## src/rtl/qspi_pkg.sv

```systemverilog
// Shared definitions for the QSPI flash responder: FSM states, opcodes,
// address width and the debug view exported on the bus interface.
package qspi_pkg;

   localparam int ADDR_W = 24;

   localparam logic [7:0] OP_READ  = 8'h03;
   localparam logic [7:0] OP_QREAD = 8'h6B;
   localparam logic [7:0] OP_RDID  = 8'h9F;

   typedef enum logic [2:0] {
      ST_IDLE,
      ST_CMD,
      ST_ADDR,
      ST_DUMMY,
      ST_DATA,
      ST_ID,
      ST_IGNORE
   } state_t;

   // Debug view: FSM state plus the synchronized IO pad inputs.
   typedef struct packed {
      state_t     state;
      logic [3:0] io_sync;
   } dbg_t;

endpackage

```

## src/rtl/qspi_flash_responder_if.sv

```systemverilog
// Pad and backing-store signals of the QSPI flash responder.
//
// Backing-store handshake: the responder raises mem_rd for exactly one mclk
// with mem_addr stable in that cycle; the store answers with a one-mclk
// mem_valid pulse carrying mem_rdata no later than 2 mclk after mem_rd.
// There is no back-pressure; a byte whose mem_valid never came reads as 0xFF.
interface qspi_flash_responder_if;
   import qspi_pkg::*;

   logic              sck_in;
   logic              cs_n_in;
   logic [3:0]        io_in;
   logic [3:0]        io_out;
   logic [3:0]        io_oe;
   logic [ADDR_W-1:0] mem_addr;
   logic              mem_rd;
   logic [7:0]        mem_rdata;
   logic              mem_valid;
   logic              busy;
   logic              cmd_err;
   dbg_t              dbg;

   modport slave (
      input  sck_in, cs_n_in, io_in, mem_rdata, mem_valid,
      output io_out, io_oe, mem_addr, mem_rd, busy, cmd_err, dbg
   );

   modport master (
      output sck_in, cs_n_in, io_in, mem_rdata, mem_valid,
      input  io_out, io_oe, mem_addr, mem_rd, busy, cmd_err, dbg
   );
endinterface

```

## src/rtl/qspi_sync_edge.sv

```systemverilog
// Two-flop synchronizer for an asynchronous level, with one-mclk pulses on
// rising and falling edges of the synchronized value.
module qspi_sync_edge #(
   parameter logic RST_VAL = 1'b0
) (
   input  logic clk_i,
   input  logic rst_i,
   input  logic d_i,
   output logic rise_o,
   output logic fall_o
);
   logic ff1_q, ff2_q, ff3_q;

   // Two synchronizing stages plus one history stage for edge detection.
   always_ff @(posedge clk_i or posedge rst_i) begin
      if (rst_i) begin
         ff1_q <= RST_VAL;
         ff2_q <= RST_VAL;
         ff3_q <= RST_VAL;
      end else begin
         ff1_q <= d_i;
         ff2_q <= ff1_q;
         ff3_q <= ff2_q;
      end
   end

   assign rise_o = ff2_q & ~ff3_q;
   assign fall_o = ~ff2_q & ff3_q;
endmodule

```

## src/rtl/qspi_flash_responder.sv

```systemverilog
// QSPI flash responder: decodes READ (0x03), QUAD OUTPUT READ (0x6B) and
// READ ID (0x9F) from an SPI mode-0 initiator, oversampled on mclk.
module qspi_flash_responder #(
   parameter int          DUMMY_CYCLES = 8,
   parameter logic [23:0] ID_VALUE     = 24'h20BA18
) (
   input  logic                   mclk,
   input  logic                   RESET,
   qspi_flash_responder_if.slave  bus
);
   import qspi_pkg::*;

   localparam logic [7:0] DUMMY_LAST = 8'(DUMMY_CYCLES - 1);

   logic sck_rise, sck_fall, cs_rise, cs_fall;
   logic [3:0] io_s1_q, io_s2_q;

   state_t            state_q, state_d;
   logic [7:0]        cmd_q, cmd_d;
   logic [7:0]        cnt_q, cnt_d;
   logic [22:0]       addr_sh_q, addr_sh_d;
   logic [ADDR_W-1:0] mem_addr_q, mem_addr_d;
   logic              mem_rd_q, mem_rd_d;
   logic [7:0]        next_q, next_d;
   logic              next_vld_q, next_vld_d;
   logic [7:0]        byte_q, byte_d;
   logic [3:0]        io_out_q, io_out_d;
   logic [3:0]        io_oe_q, io_oe_d;
   logic              cmd_err_q, cmd_err_d;
   logic [7:0]        cur_byte;

   qspi_sync_edge #(.RST_VAL(1'b0)) u_sck_sync (
      .clk_i(mclk), .rst_i(RESET), .d_i(bus.sck_in),
      .rise_o(sck_rise), .fall_o(sck_fall)
   );

   qspi_sync_edge #(.RST_VAL(1'b1)) u_cs_sync (
      .clk_i(mclk), .rst_i(RESET), .d_i(bus.cs_n_in),
      .rise_o(cs_rise), .fall_o(cs_fall)
   );

   // IO pads get the same two-stage delay as sck so data lines up with edges.
   always_ff @(posedge mclk or posedge RESET) begin
      if (RESET) begin
         io_s1_q <= 4'h0;
         io_s2_q <= 4'h0;
      end else begin
         io_s1_q <= bus.io_in;
         io_s2_q <= io_s1_q;
      end
   end

   // Prefetched byte if it arrived, otherwise the all-ones filler.
   assign cur_byte = next_vld_q ? next_q : 8'hFF;

   // FSM and datapath register bank.
   always_ff @(posedge mclk or posedge RESET) begin
      if (RESET) begin
         state_q    <= ST_IDLE;
         cmd_q      <= 8'h00;
         cnt_q      <= 8'h00;
         addr_sh_q  <= '0;
         mem_addr_q <= '0;
         mem_rd_q   <= 1'b0;
         next_q     <= 8'h00;
         next_vld_q <= 1'b0;
         byte_q     <= 8'h00;
         io_out_q   <= 4'h0;
         io_oe_q    <= 4'h0;
         cmd_err_q  <= 1'b0;
      end else begin
         state_q    <= state_d;
         cmd_q      <= cmd_d;
         cnt_q      <= cnt_d;
         addr_sh_q  <= addr_sh_d;
         mem_addr_q <= mem_addr_d;
         mem_rd_q   <= mem_rd_d;
         next_q     <= next_d;
         next_vld_q <= next_vld_d;
         byte_q     <= byte_d;
         io_out_q   <= io_out_d;
         io_oe_q    <= io_oe_d;
         cmd_err_q  <= cmd_err_d;
      end
   end

   // Next-state logic: chip-select edges take priority over any SCK edge.
   always_comb begin
      state_d    = state_q;
      cmd_d      = cmd_q;
      cnt_d      = cnt_q;
      addr_sh_d  = addr_sh_q;
      mem_addr_d = mem_addr_q;
      mem_rd_d   = 1'b0;
      next_d     = next_q;
      next_vld_d = next_vld_q;
      byte_d     = byte_q;
      io_out_d   = io_out_q;
      cmd_err_d  = 1'b0;

      if (cs_rise) begin
         state_d  = ST_IDLE;
         io_out_d = 4'h0;
      end else if (cs_fall) begin
         state_d    = ST_CMD;
         cnt_d      = 8'h00;
         cmd_d      = 8'h00;
         next_vld_d = 1'b0;
         io_out_d   = 4'h0;
      end else begin
         case (state_q)
            ST_CMD: if (sck_rise) begin
               cmd_d = {cmd_q[6:0], io_s2_q[0]};
               cnt_d = cnt_q + 8'd1;
               if (cnt_q == 8'd7) begin
                  cnt_d = 8'h00;
                  if (cmd_d == OP_READ || cmd_d == OP_QREAD) begin
                     state_d = ST_ADDR;
                  end else if (cmd_d == OP_RDID) begin
                     state_d = ST_ID;
                  end else begin
                     state_d   = ST_IGNORE;
                     cmd_err_d = 1'b1;
                  end
               end
            end
            ST_ADDR: if (sck_rise) begin
               addr_sh_d = {addr_sh_q[21:0], io_s2_q[0]};
               cnt_d     = cnt_q + 8'd1;
               if (cnt_q == 8'd23) begin
                  cnt_d      = 8'h00;
                  mem_addr_d = {addr_sh_q, io_s2_q[0]};
                  mem_rd_d   = 1'b1;
                  next_vld_d = 1'b0;
                  state_d    = (cmd_q == OP_QREAD && DUMMY_CYCLES != 0) ? ST_DUMMY : ST_DATA;
               end
            end
            ST_DUMMY: if (sck_rise) begin
               cnt_d = cnt_q + 8'd1;
               if (cnt_q == DUMMY_LAST) begin
                  cnt_d   = 8'h00;
                  state_d = ST_DATA;
               end
            end
            ST_DATA: if (sck_fall) begin
               // First bit/nibble of a byte: latch it and prefetch the next one.
               if (cnt_q[2:0] == 3'd0) begin
                  byte_d     = cur_byte;
                  mem_addr_d = mem_addr_q + 24'd1;
                  mem_rd_d   = 1'b1;
                  next_vld_d = 1'b0;
               end
               if (cmd_q == OP_QREAD) begin
                  io_out_d = (cnt_q[0] == 1'b0) ? byte_d[7:4] : byte_d[3:0];
                  cnt_d    = {7'd0, ~cnt_q[0]};
               end else begin
                  io_out_d = {2'b00, byte_d[3'd7 - cnt_q[2:0]], 1'b0};
                  cnt_d    = {5'd0, cnt_q[2:0] + 3'd1};
               end
            end
            ST_ID: if (sck_fall) begin
               if (cnt_q < 8'd24) begin
                  io_out_d = {2'b00, ID_VALUE[5'd23 - cnt_q[4:0]], 1'b0};
                  cnt_d    = cnt_q + 8'd1;
               end else begin
                  io_out_d = 4'h0;
               end
            end
            default: ;
         endcase
      end

      if (bus.mem_valid) begin
         next_d     = bus.mem_rdata;
         next_vld_d = 1'b1;
      end

      case (state_d)
         ST_DATA: io_oe_d = (cmd_q == OP_QREAD) ? 4'hF : 4'h2;
         ST_ID:   io_oe_d = 4'h2;
         default: io_oe_d = 4'h0;
      endcase
   end

   assign bus.io_out   = io_out_q;
   assign bus.io_oe    = io_oe_q;
   assign bus.mem_addr = mem_addr_q;
   assign bus.mem_rd   = mem_rd_q;
   assign bus.busy     = (state_q != ST_IDLE);
   assign bus.cmd_err  = cmd_err_q;
   assign bus.dbg      = '{state: state_q, io_sync: io_s2_q};
endmodule

```

## src/flat_wrapper.sv

```systemverilog
// flat-port wrapper written by rule: the top's interface ports become plain ports
module qspi_flash_responder_flat import qspi_pkg::*;
#(
   parameter int          DUMMY_CYCLES = 8,
   parameter logic [23:0] ID_VALUE     = 24'h20BA18
)
  (mclk, RESET, bus_sck_in, bus_cs_n_in, bus_io_in, bus_mem_rdata, bus_mem_valid, bus_io_out, bus_io_oe, bus_mem_addr, bus_mem_rd, bus_busy, bus_cmd_err, bus_dbg);
  qspi_flash_responder_if bus_i ();
  input  logic mclk;
  input  logic RESET;
  input wire logic [$bits(bus_i.sck_in)-1:0] bus_sck_in;
  input wire logic [$bits(bus_i.cs_n_in)-1:0] bus_cs_n_in;
  input wire logic [$bits(bus_i.io_in)-1:0] bus_io_in;
  input wire logic [$bits(bus_i.mem_rdata)-1:0] bus_mem_rdata;
  input wire logic [$bits(bus_i.mem_valid)-1:0] bus_mem_valid;
  output wire logic [$bits(bus_i.io_out)-1:0] bus_io_out;
  output wire logic [$bits(bus_i.io_oe)-1:0] bus_io_oe;
  output wire logic [$bits(bus_i.mem_addr)-1:0] bus_mem_addr;
  output wire logic [$bits(bus_i.mem_rd)-1:0] bus_mem_rd;
  output wire logic [$bits(bus_i.busy)-1:0] bus_busy;
  output wire logic [$bits(bus_i.cmd_err)-1:0] bus_cmd_err;
  output wire logic [$bits(bus_i.dbg)-1:0] bus_dbg;
  assign bus_i.sck_in = bus_sck_in;
  assign bus_i.cs_n_in = bus_cs_n_in;
  assign bus_i.io_in = bus_io_in;
  assign bus_i.mem_rdata = bus_mem_rdata;
  assign bus_i.mem_valid = bus_mem_valid;
  assign bus_io_out = bus_i.io_out;
  assign bus_io_oe = bus_i.io_oe;
  assign bus_mem_addr = bus_i.mem_addr;
  assign bus_mem_rd = bus_i.mem_rd;
  assign bus_busy = bus_i.busy;
  assign bus_cmd_err = bus_i.cmd_err;
  assign bus_dbg = bus_i.dbg;
  qspi_flash_responder #(.DUMMY_CYCLES(DUMMY_CYCLES), .ID_VALUE(ID_VALUE)) u_core (.mclk(mclk), .RESET(RESET), .bus(bus_i));
endmodule
```

## config.mk

```make
export PLATFORM = sky130hd
export DESIGN_NAME = qspi_flash_responder_flat
export DESIGN_NICKNAME = d
export VERILOG_FILES = /design/src/rtl/qspi_pkg.sv /design/src/rtl/qspi_flash_responder_if.sv /design/src/rtl/qspi_sync_edge.sv /design/src/rtl/qspi_flash_responder.sv /design/src/flat_wrapper.sv
export SDC_FILE = /design/constraint.sdc
export NUM_CORES = 1
export LEC_CHECK = 0
export BUFFER_PORTS_ARGS = -buffer_cell sky130_fd_sc_hd__buf_2
export CORE_ASPECT_RATIO = 0.6
export CORE_MARGIN = 2
export CORE_UTILIZATION = 29
export DETAILED_ROUTE_END_ITERATION = 12
export GPL_TIMING_DRIVEN = 0
export PLACE_DENSITY = 0.49
export SLEW_MARGIN = 10
export SYNTH_ARGS = -nofsm -noshare
export SYNTH_HDL_FRONTEND = slang
export SYNTH_SLANG_ARGS = --single-unit
```

## constraint.sdc

```tcl
create_clock -name mclk -period 3.55 [get_ports mclk]
set_input_delay 0.1775 -clock mclk [delete_from_list [all_inputs] [get_ports mclk]]
set_output_delay 0.1775 -clock mclk [all_outputs]
set_load 0.1 [all_outputs]
```

==> results.ini, run 1 <==
[sta]
rsz0062_at_grt=no
period_minus_slack_ns=2.827
finalCritPeriodShare_pct=79.62
max_freq_ghz=0.3538
slew_violations=0
worst_pin_slew_ns=0.8943
hold_viol_final=0
postLayoutSetupSlackWorst_ns=0.7234
fin_worst_skew_ns=0.008556
relSlewSlack_pct=39.83
setup_tns_ns=0
setup_viol=0

[placement]
post-place-ws_ns=0.7398
placed_area_um2=5983
post-dp-hpwl_um=10810
gp_congestion=0.8827
port_buffers=57

[detailed_routing]
avgRoutedWirePerCell_um=17.46
route.top_layer_used=met4
num_vias=4447
antenna_left=0
first_iter_violations=411
met1_length_um=7676
wl_met2_um=5644
dr.pass1.iters=5
wl_met3_um=1152
route.detailed.drc=0
routed_wl_um=14630
vias_per_cell=5.307

[clock_tree]
ctsResizeCount=0
cts_buffers=9
clkSlewWorstSetupHoldPaths_ns=0.07
cts-root-buf=clkbuf_16
cts_tree=done
clock_latency_ns=0.36
post_cts_buffers=0
cts_hold_buf=7
cts.sinks=105
cts.path.max_buffers=2
h-tree-depth=3

[cells_and_area]
area_growth_pct=18.94
fin_area_um2=6381
postLayoutCoreUtil_pct=35.23
n_fill_cell=1858
layout-drive-gt1-share_pct=25.75
diodes=0
final_nets=618

[logic_synthesis]
synth-edff-count=0
synth_top_family_by_area=compound AO/OA/AOI/OAI gates
synthArstFlopShare_pct=100.0
synth-xor-area-share_pct=0.1632
avgSynthCellArea_um2=10.38
ys_ff_latch=105
synth.top_cells.by_count=dfrtp_1 (102), a21oi_1 (50), mux2_2 (40)
synthCells=517
netlist_area_um2=5365
synthTopCellsByArea=dfrtp_1 (48%), mux2_2 (8.4%), a21oi_1 (4.7%)
ys_warn_count=0
yosys.area.top_type=dfrtp_1
synth.area.mux_share_pct=10.49
synth_fp_nets=542
yosys_most_used_dff=dfrtp_1
ys_types=69
ys_seq_area_share_pct=49.04
synth_top_area_share_pct=47.57
synthSimpleGateAreaFrac_pct=15.60
synth-adder-area-share_pct=1.866
synth.most_common_cell=dfrtp_1
synth_compound_gate_area_share_pct=18.12

[power_and_ir_drop]
total_leakage_power_nw=2.909
vdd_drop_max_mv=0.2145
power.density_nw_per_um2=480.5

[run]
maxCapViolCount=0

[floorplanning]
start_util_pct=29.62
coreArea_um2=18110
die_x_um=179.6
die-area_um2=19640
rows=38
io_pins=59
die_height_um=109.4

[setup_path]
cp.arrival_ns=3.10
max_stage_delay_ns=0.45
cp-end-kind=flip-flop
startpoint_type=flip-flop
worst_path_most_repeated_cell=a21oi_1
worst-path-buf-inv=4
critPathMaxFanout=10
critPathKind=reg -> reg
path_cells=clkbuf_1 -> inv_1 -> ha_1 -> nand2b_1 -> nand2b_1 -> a21oi_1 -> nand2_1 -> inv_2 -> buf_2 -> a21oi_1 -> a21oi_1
required_ns=3.83
critPathTopFamily=buffers and inverters
crit_path_top_delay_cell=dfrtp_1

[global_routing]
grt_antenna_before_repair=0
grt_first_pass_wirelength_um=23670
grt_pass1_vias=4240
grt_max_degree=78
grt_overflow=0
grt_use_total_pct=15.39

[status]
status=completed

[hold_path]
hold_path_class=in -> reg

-- metal layers --
metal | GRT usage (%) | vias up
met5 | 0 | -
met4 | 4.297 | 0
met3 | 3.909 | 15
met2 | 19.98 | 182
met1 | 24.39 | 2191
li1 | - | 2059
-- sequential cells by signal, indices dropped and copies added (netlist names), 3 cells and up --
| signal | cells |
|---|---|
| u_core.io_s1_q | 4 |
| u_core.addr_sh_q | 23 |
| u_core.state_q | 3 |
| u_core.next_q | 8 |
| u_core.bus.io_out | 4 |
| u_core.io_s2_q | 4 |
| u_core.bus.mem_addr | 24 |
| u_core.cmd_q | 8 |
| u_core.cnt_q | 8 |
| u_core.byte_q | 8 |
-- metrics by stage --
step	hold slack, ns	cells	total power, mW
after global routing	0.04595	838	3.231
after floorplan	0.1820	517	1.810
final	0.03030	838	3.066
after CTS	0.02373	838	3.105
after detailed placement	0.1725	815	1.973
after global placement	0.2863	814	1.960
-- cell usage in the layout, fill, tap and decap left out, drive strengths merged, types with 8 or more instances in the layout --
cell type	n
mux2i	9
o21ai	28
o31ai	10
nor2	19
mux2	40
clkbuf	26
o22ai	15
nand2b	12
a21oi	50
ha	8
inv	24
dfrtp	102
buf	74
and3	8
nand4	8
nand3	18
nand2	32
nor2b	9
-- layout make-up --
type                            count  area (µm²)  share of cell area (%)
Tap cell                          240       300.3                   4.706
Multi-Input combinational cell    359        2481                   38.88
Buffer                             31       170.2                   2.667
Sequential cell                   105        2631                   41.24
Clock inverter                      5       85.08                   1.333
Inverter                           22       87.58                   1.373
Clock buffer                       11       242.7                   3.804
Timing Repair Buffer               65       382.9                   6.000
-- worst reg2reg max path: stages (launching register included) --
cell and delay, ns:
dfrtp_1 0.45, clkbuf_1 0.25, inv_1 0.21, ha_1 0.22
nand2b_1 0.17, nand2b_1 0.19, a21oi_1 0.22, nand2_1 0.23
inv_2 0.23, buf_2 0.30, a21oi_1 0.11, a21oi_1 0.16
-- cell families after synthesis --
| family | Yosys count |
|---|---|
| AOI/OAI and AO/OA | 153 |
| and+or+nand+nor | 147 |
| DFF | 105 |
| buffers and inverters | 53 |
| muxes | 50 |
| adders and majority gates | 8 |
| xor gates and xnor gates | 1 |
-- final timing paths --
kind | start | endpoint | slack (ns) | cells past startpoint
max | u_core.cnt_q[0] | u_core.bus.mem_addr[21] | 0.72 | 11
min | bus_mem_rdata[0] | u_core.next_q[0] | 0.03 | 3
max reg2reg | u_core.cnt_q[0] | u_core.bus.mem_addr[21] | 0.72 | 11
min reg2reg | u_core.io_s1_q[3] | u_core.io_s2_q[3] | 0.35 | 0
max in group asynchronous | RESET | u_core.u_cs_sync.ff2_q | 2.50 | 4
min in group asynchronous | RESET | u_core.bus.io_oe[2] | 0.34 | 3
-- where the power goes --
part	internal, mW	leakage (nW)	total, mW	switching, mW
combinational	0.231	1.35	0.624	0.393
clock	0.643	0.157	1.11	0.465
sequential	1.26	1.40	1.33	0.0731
total	2.13	2.91	3.07	0.931
Note: power is estimated with default switching activity, not from simulation.
==> inputs of run 2 (changes only) <==
==> constraint.sdc (replaced) <==
create_clock -name mclk -period 2.8 [get_ports mclk]
set_input_delay 0.14 -clock mclk [delete_from_list [all_inputs] [get_ports mclk]]
set_output_delay 0.14 -clock mclk [all_outputs]
set_load 0.1 [all_outputs]
==> run 2 against run 1 <==
Global-route usage down 0.54 points; critical path depth unchanged; die area unchanged; first-iteration DRC count up 46%; combinational power up 30%; via count down 0.27%; clock power up 14%; final area up 0.33%; sequential power up 27%; register-to-register slack worse by 0.54 ns; critical path type unchanged; total power up 23%.
==> results.ini, run 2 (synthesis gave the netlist of run 1 again) <==
[setup_path]
cp.arrival_ns=2.87
max_stage_delay_ns=0.44
worst_path_most_repeated_cell=a21oi_1
path_cells=clkbuf_2 -> inv_2 -> ha_1 -> nand2b_1 -> nand2b_1 -> a21oi_1 -> nand2_1 -> inv_4 -> clkbuf_4 -> a21oi_1 -> a21oi_1
cp-end-kind=flip-flop
required_ns=3.06
startpoint_type=flip-flop
crit_path_top_delay_cell=dfrtp_1
critPathKind=reg -> reg
critPathTopFamily=buffers and inverters
critPathMaxFanout=10
worst-path-buf-inv=4

[cells_and_area]
final_nets=621
largest_reg_flops=24
fin_area_um2=6402
layout-drive-gt1-share_pct=26.46
layout_common_cells=dfrtp_1 (102), buf_2 (62), a21oi_1 (50)
diodes=0
postLayoutCoreUtil_pct=35.34
area_growth_pct=19.33
final_common_cell=dfrtp_1

[floorplanning]
die_height_um=109.4
die_x_um=179.6
io_pins=59
coreArea_um2=18110
die-area_um2=19640
rows=38
start_util_pct=29.62

[detailed_routing]
routed_wl_um=14350
first_iter_violations=599
avgRoutedWirePerCell_um=17.07
num_vias=4435
dr.pass1.iters=5
antenna_left=0
vias_per_cell=5.273
route.detailed.drc=0

[clock_tree]
cts.sinks=105
cts_buffers=9
cts.path.max_buffers=2
cts-root-buf=clkbuf_16
cts_tree=done
h-tree-depth=3
post_cts_buffers=0
clkSlewWorstSetupHoldPaths_ns=0.08
clock_latency_ns=0.35

[global_routing]
grt_max_degree=37
grt_first_pass_wirelength_um=22940
grt_use_total_pct=14.85
grt_overflow=0
grt_antenna_before_repair=0
grt_pass1_vias=4039

[placement]
post-dp-hpwl_um=10670
placed_area_um2=6015
gp_congestion=0.8831
port_buffers=57

[sta]
setup_tns_ns=0
slew_violations=0
holdWs_ns=0.01460
hold_viol_final=0
setup_viol=0
finalCritPeriodShare_pct=93.32
rsz0062_at_grt=no
fin_worst_skew_ns=0.01245
relSlewSlack_pct=48.45
period_minus_slack_ns=2.613
max_freq_ghz=0.3827
worst_pin_slew_ns=0.7696

[power_and_ir_drop]
vdd_drop_max_mv=0.2999
total_leakage_power_nw=2.916
power.density_nw_per_um2=589.3

[hold_path]
hold_path_class=in -> reg

[status]
status=completed

[run]
maxCapViolCount=0

## run 2: final timing paths
check	from	endpoint	slack, ns	cells past startpoint
worst min register to register	u_core.io_s1_q[3]	u_core.io_s2_q[3]	0.35	0
worst min-delay path	bus_mem_rdata[2]	u_core.next_q[2]	0.01	2
min in group asynchronous	RESET	u_core.io_s2_q[3]	0.27	3
worst max-delay path	u_core.cnt_q[0]	u_core.bus.mem_addr[21]	0.19	11
max in group asynchronous	RESET	u_core.cnt_q[6]	1.86	5
worst max register to register	u_core.cnt_q[0]	u_core.bus.mem_addr[21]	0.19	11
## run 2: repair_timing
item                       in CTS  in global routing
hold endpoints to repair       75                  0
resized for setup               0                  6
setup endpoints to repair       0                 23
hold buffers                    8                  0
## run 2: area by class of cell
class / instances / area [µm²]
buffer: 31 / 176.4
clock buffer: 11 / 252.7
clock inverter: 5 / 46.29
fill: 1842 / 11710
inverter: 22 / 88.84
multi-input combinational: 359 / 2481
sequential: 105 / 2631
tap: 240 / 300.3
timing repair buffer: 68 / 425.4
## run 2: layer usage
layer  vias up  global-route usage (%)  wire length, µm
met5         -                       0                0
met4         0                   3.136              155
met3        16                   3.014              996
met2       183                   18.80             5308
met1      2158                   24.72             7893
li1       2078                       -                -
## run 2: worst register-to-register path, stage by stage, from the launching register on
cell	delay [ns]
dfrtp_1	0.44
clkbuf_2	0.22
inv_2	0.13
ha_1	0.21
nand2b_1	0.18
nand2b_1	0.19
a21oi_1	0.22
nand2_1	0.24
inv_4	0.18
clkbuf_4	0.25
a21oi_1	0.09
a21oi_1	0.18
## run 2: where the power goes
part / internal (mW) / switching (mW)
clock network: 0.668 / 0.604
logic: 0.299 / 0.512
registers: 1.60 / 0.0925
## run 2: per-stage QoR
| stage | instances | power [mW] | worst slack [ns] |
|---|---|---|---|
| 6_report | 841 | 3.773 | 0.1870 |
| 5_1_grt | 841 | 3.976 | 0.02171 |
| 4_1_cts | 841 | 3.806 | 0.05088 |
| 3_5_place_dp | 817 | 2.508 | 0.07470 |
| 3_3_place_gp | 814 | 2.490 | 0.04893 |
| 2_1_floorplan | 517 | 2.295 | 0.1524 |
==> inputs of run 3 (changes only) <==
==> constraint.sdc (replaced) <==
create_clock -name mclk -period 2.7 [get_ports mclk]
set_input_delay 0.135 -clock mclk [delete_from_list [all_inputs] [get_ports mclk]]
set_output_delay 0.135 -clock mclk [all_outputs]
set_load 0.1 [all_outputs]
==> run 3 against run 2 <==
Clock skew up 0.00069 ns; die area unchanged; sequential cell count unchanged; clock-buffer cell count unchanged; wire length up 0.49%; via count up 0.20%; worst setup slack worse by 0.0081 ns; clock power up 4%; final area up 0.51%; sequential share of layout area down 0.21 points; largest cell class unchanged.
==> results.ini, run 3 (synthesis gave the netlist of run 1 again) <==
[global_routing]
grt.met1_usage_pct=24.72
busiest_layer=met1
grt_use_total_pct=14.85
grt_first_pass_wirelength_um=22940
grtUsageMet3_pct=3.014
grt_pass1_vias=4039
grt_overflow=0
grt_antenna_before_repair=0
grt_max_degree=37
met2_usage_pct=18.80

[placement]
gp_congestion=0.8831
placed_area_um2=6015
post-dp-hpwl_um=10670
post-place-ws_ns=-0.02530
port_buffers=57

[setup_path]
critPathMaxFanout=10
cp.arrival_ns=2.78
cp-end-kind=flip-flop
path_cells=clkbuf_2 -> inv_1 -> ha_1 -> nand2b_1 -> nand2b_1 -> a21oi_2 -> nand2_2 -> inv_4 -> buf_4 -> a21oi_1 -> a21oi_1
critPathKind=reg -> reg
critPathTopFamily=buffers and inverters
required_ns=2.96
worst-path-buf-inv=4
crit_path_top_delay_cell=dfrtp_1
max_stage_delay_ns=0.44
startpoint_type=flip-flop

[clock_tree]
clock_latency_ns=0.35
cts.sinks=105
cts_buffers=9
cts.path.max_buffers=2
clkSlewWorstSetupHoldPaths_ns=0.08
h-tree-depth=3
cts_tree=done
cts-root-buf=clkbuf_16

[sta]
max_freq_ghz=0.3966
period_minus_slack_ns=2.521
finalCritPeriodShare_pct=93.37
setup_viol=0
hold_viol_final=0
relSlewSlack_pct=48.68
postLayoutSetupSlackWorst_ns=0.1789
fin_worst_skew_ns=0.01314
worst_pin_slew_ns=0.7662
setup_tns_ns=0
rsz0062_at_grt=no
slew_violations=0

[floorplanning]
die_height_um=109.4
io_pins=59
coreArea_um2=18110
die_x_um=179.6
die-area_um2=19640
rows=38
start_util_pct=29.62

[cells_and_area]
diodes=0
layout-drive-gt1-share_pct=26.53
fin_area_um2=6435
postLayoutCoreUtil_pct=35.52
largest_reg_flops=24
final_nets=623
area_growth_pct=19.94
final_common_cell=dfrtp_1
layout_common_cells=dfrtp_1 (102), buf_2 (62), a21oi_1 (49)

[power_and_ir_drop]
clock_power_share_pct=33.7
total_leakage_power_nw=2.928
p_sw_mw=1.256
comb_power_share_pct=21.5
vdd_drop_max_mv=0.3097
seq_power_share_pct=44.8
p_int_mw=2.662
power.density_nw_per_um2=608.8
p_sw_share_pct=32.05
total_power_mw=3.917

[run]
maxCapViolCount=0

[detailed_routing]
routed_wl_um=14420
num_vias=4444
first_iter_violations=587
antenna_left=0
avgRoutedWirePerCell_um=17.11
dr.pass1.iters=5
route.detailed.drc=0
vias_per_cell=5.272

[status]
status=completed

[hold_path]
hold_path_class=in -> reg

[run 3: power by group through the flow]
stage / Clock [mW] / Combinational, mW / Sequential (mW)
floorplan: 0 / 0.526 / 1.85
global placement: 0 / 0.801 / 1.78
detailed placement: 0 / 0.817 / 1.78
CTS: 1.36 / 0.831 / 1.75
global route: 1.44 / 0.920 / 1.77
finish: 1.32 / 0.843 / 1.76
[run 3: stage by stage]
step	hold WS, ns	instances
6_report	0.008056	843
4_1_cts	0.001355	841
2_1_floorplan	0.1395	517
3_3_place_gp	0.2444	814
3_5_place_dp	0.08110	817
5_1_grt	0.003811	843
[run 3: layout make-up]
| class | instances | area (µm²) |
|---|---|---|
| timing repair buffer | 70 | 445.4 |
| clock buffer | 11 | 252.7 |
| inverter | 22 | 88.84 |
| buffer | 31 | 176.4 |
| sequential | 105 | 2631 |
| multi-input combinational | 359 | 2494 |
| clock inverter | 5 | 46.29 |
| fill | 1839 | 11680 |
| tap | 240 | 300.3 |
[run 3: worst register-to-register path, cell delays in order, from the launching register on]
cell      delay [ns]
dfrtp_1         0.44
clkbuf_2        0.22
inv_1           0.18
ha_1            0.23
nand2b_1        0.18
nand2b_1        0.21
a21oi_2         0.19
nand2_2         0.15
inv_4           0.16
buf_4           0.22
a21oi_1         0.09
a21oi_1         0.17
[run 3: repair_timing]
| action | CTS | global route |
|---|---|---|
| setup endpoints to repair | 5 | 26 |
| resized for setup | 2 | 6 |
| endpoints found under the hold margin | 75 | 2 |
| hold buffers | 8 | 2 |
| setup buffers | 0 | 0 |
[run 3: worst paths after layout]
check,start,endpoint,slack (ns),cells past startpoint
setup / recovery,u_core.cnt_q[0],u_core.bus.mem_addr[21],0.18,11
hold / removal,bus_mem_rdata[2],u_core.next_q[2],0.008,2
setup reg to reg,u_core.cnt_q[0],u_core.bus.mem_addr[21],0.18,11
hold reg to reg,u_core.io_s1_q[3],u_core.io_s2_q[3],0.35,0
max in group asynchronous,RESET,u_core.cnt_q[6],1.77,5
min in group asynchronous,RESET,u_core.io_s2_q[3],0.26,3
[run 3: routing by layer]
layer,vias to the layer above,routed length (µm)
met4,0,142
met5,-,0
li1,2073,-
met2,173,5327
met1,2185,8086
met3,13,867
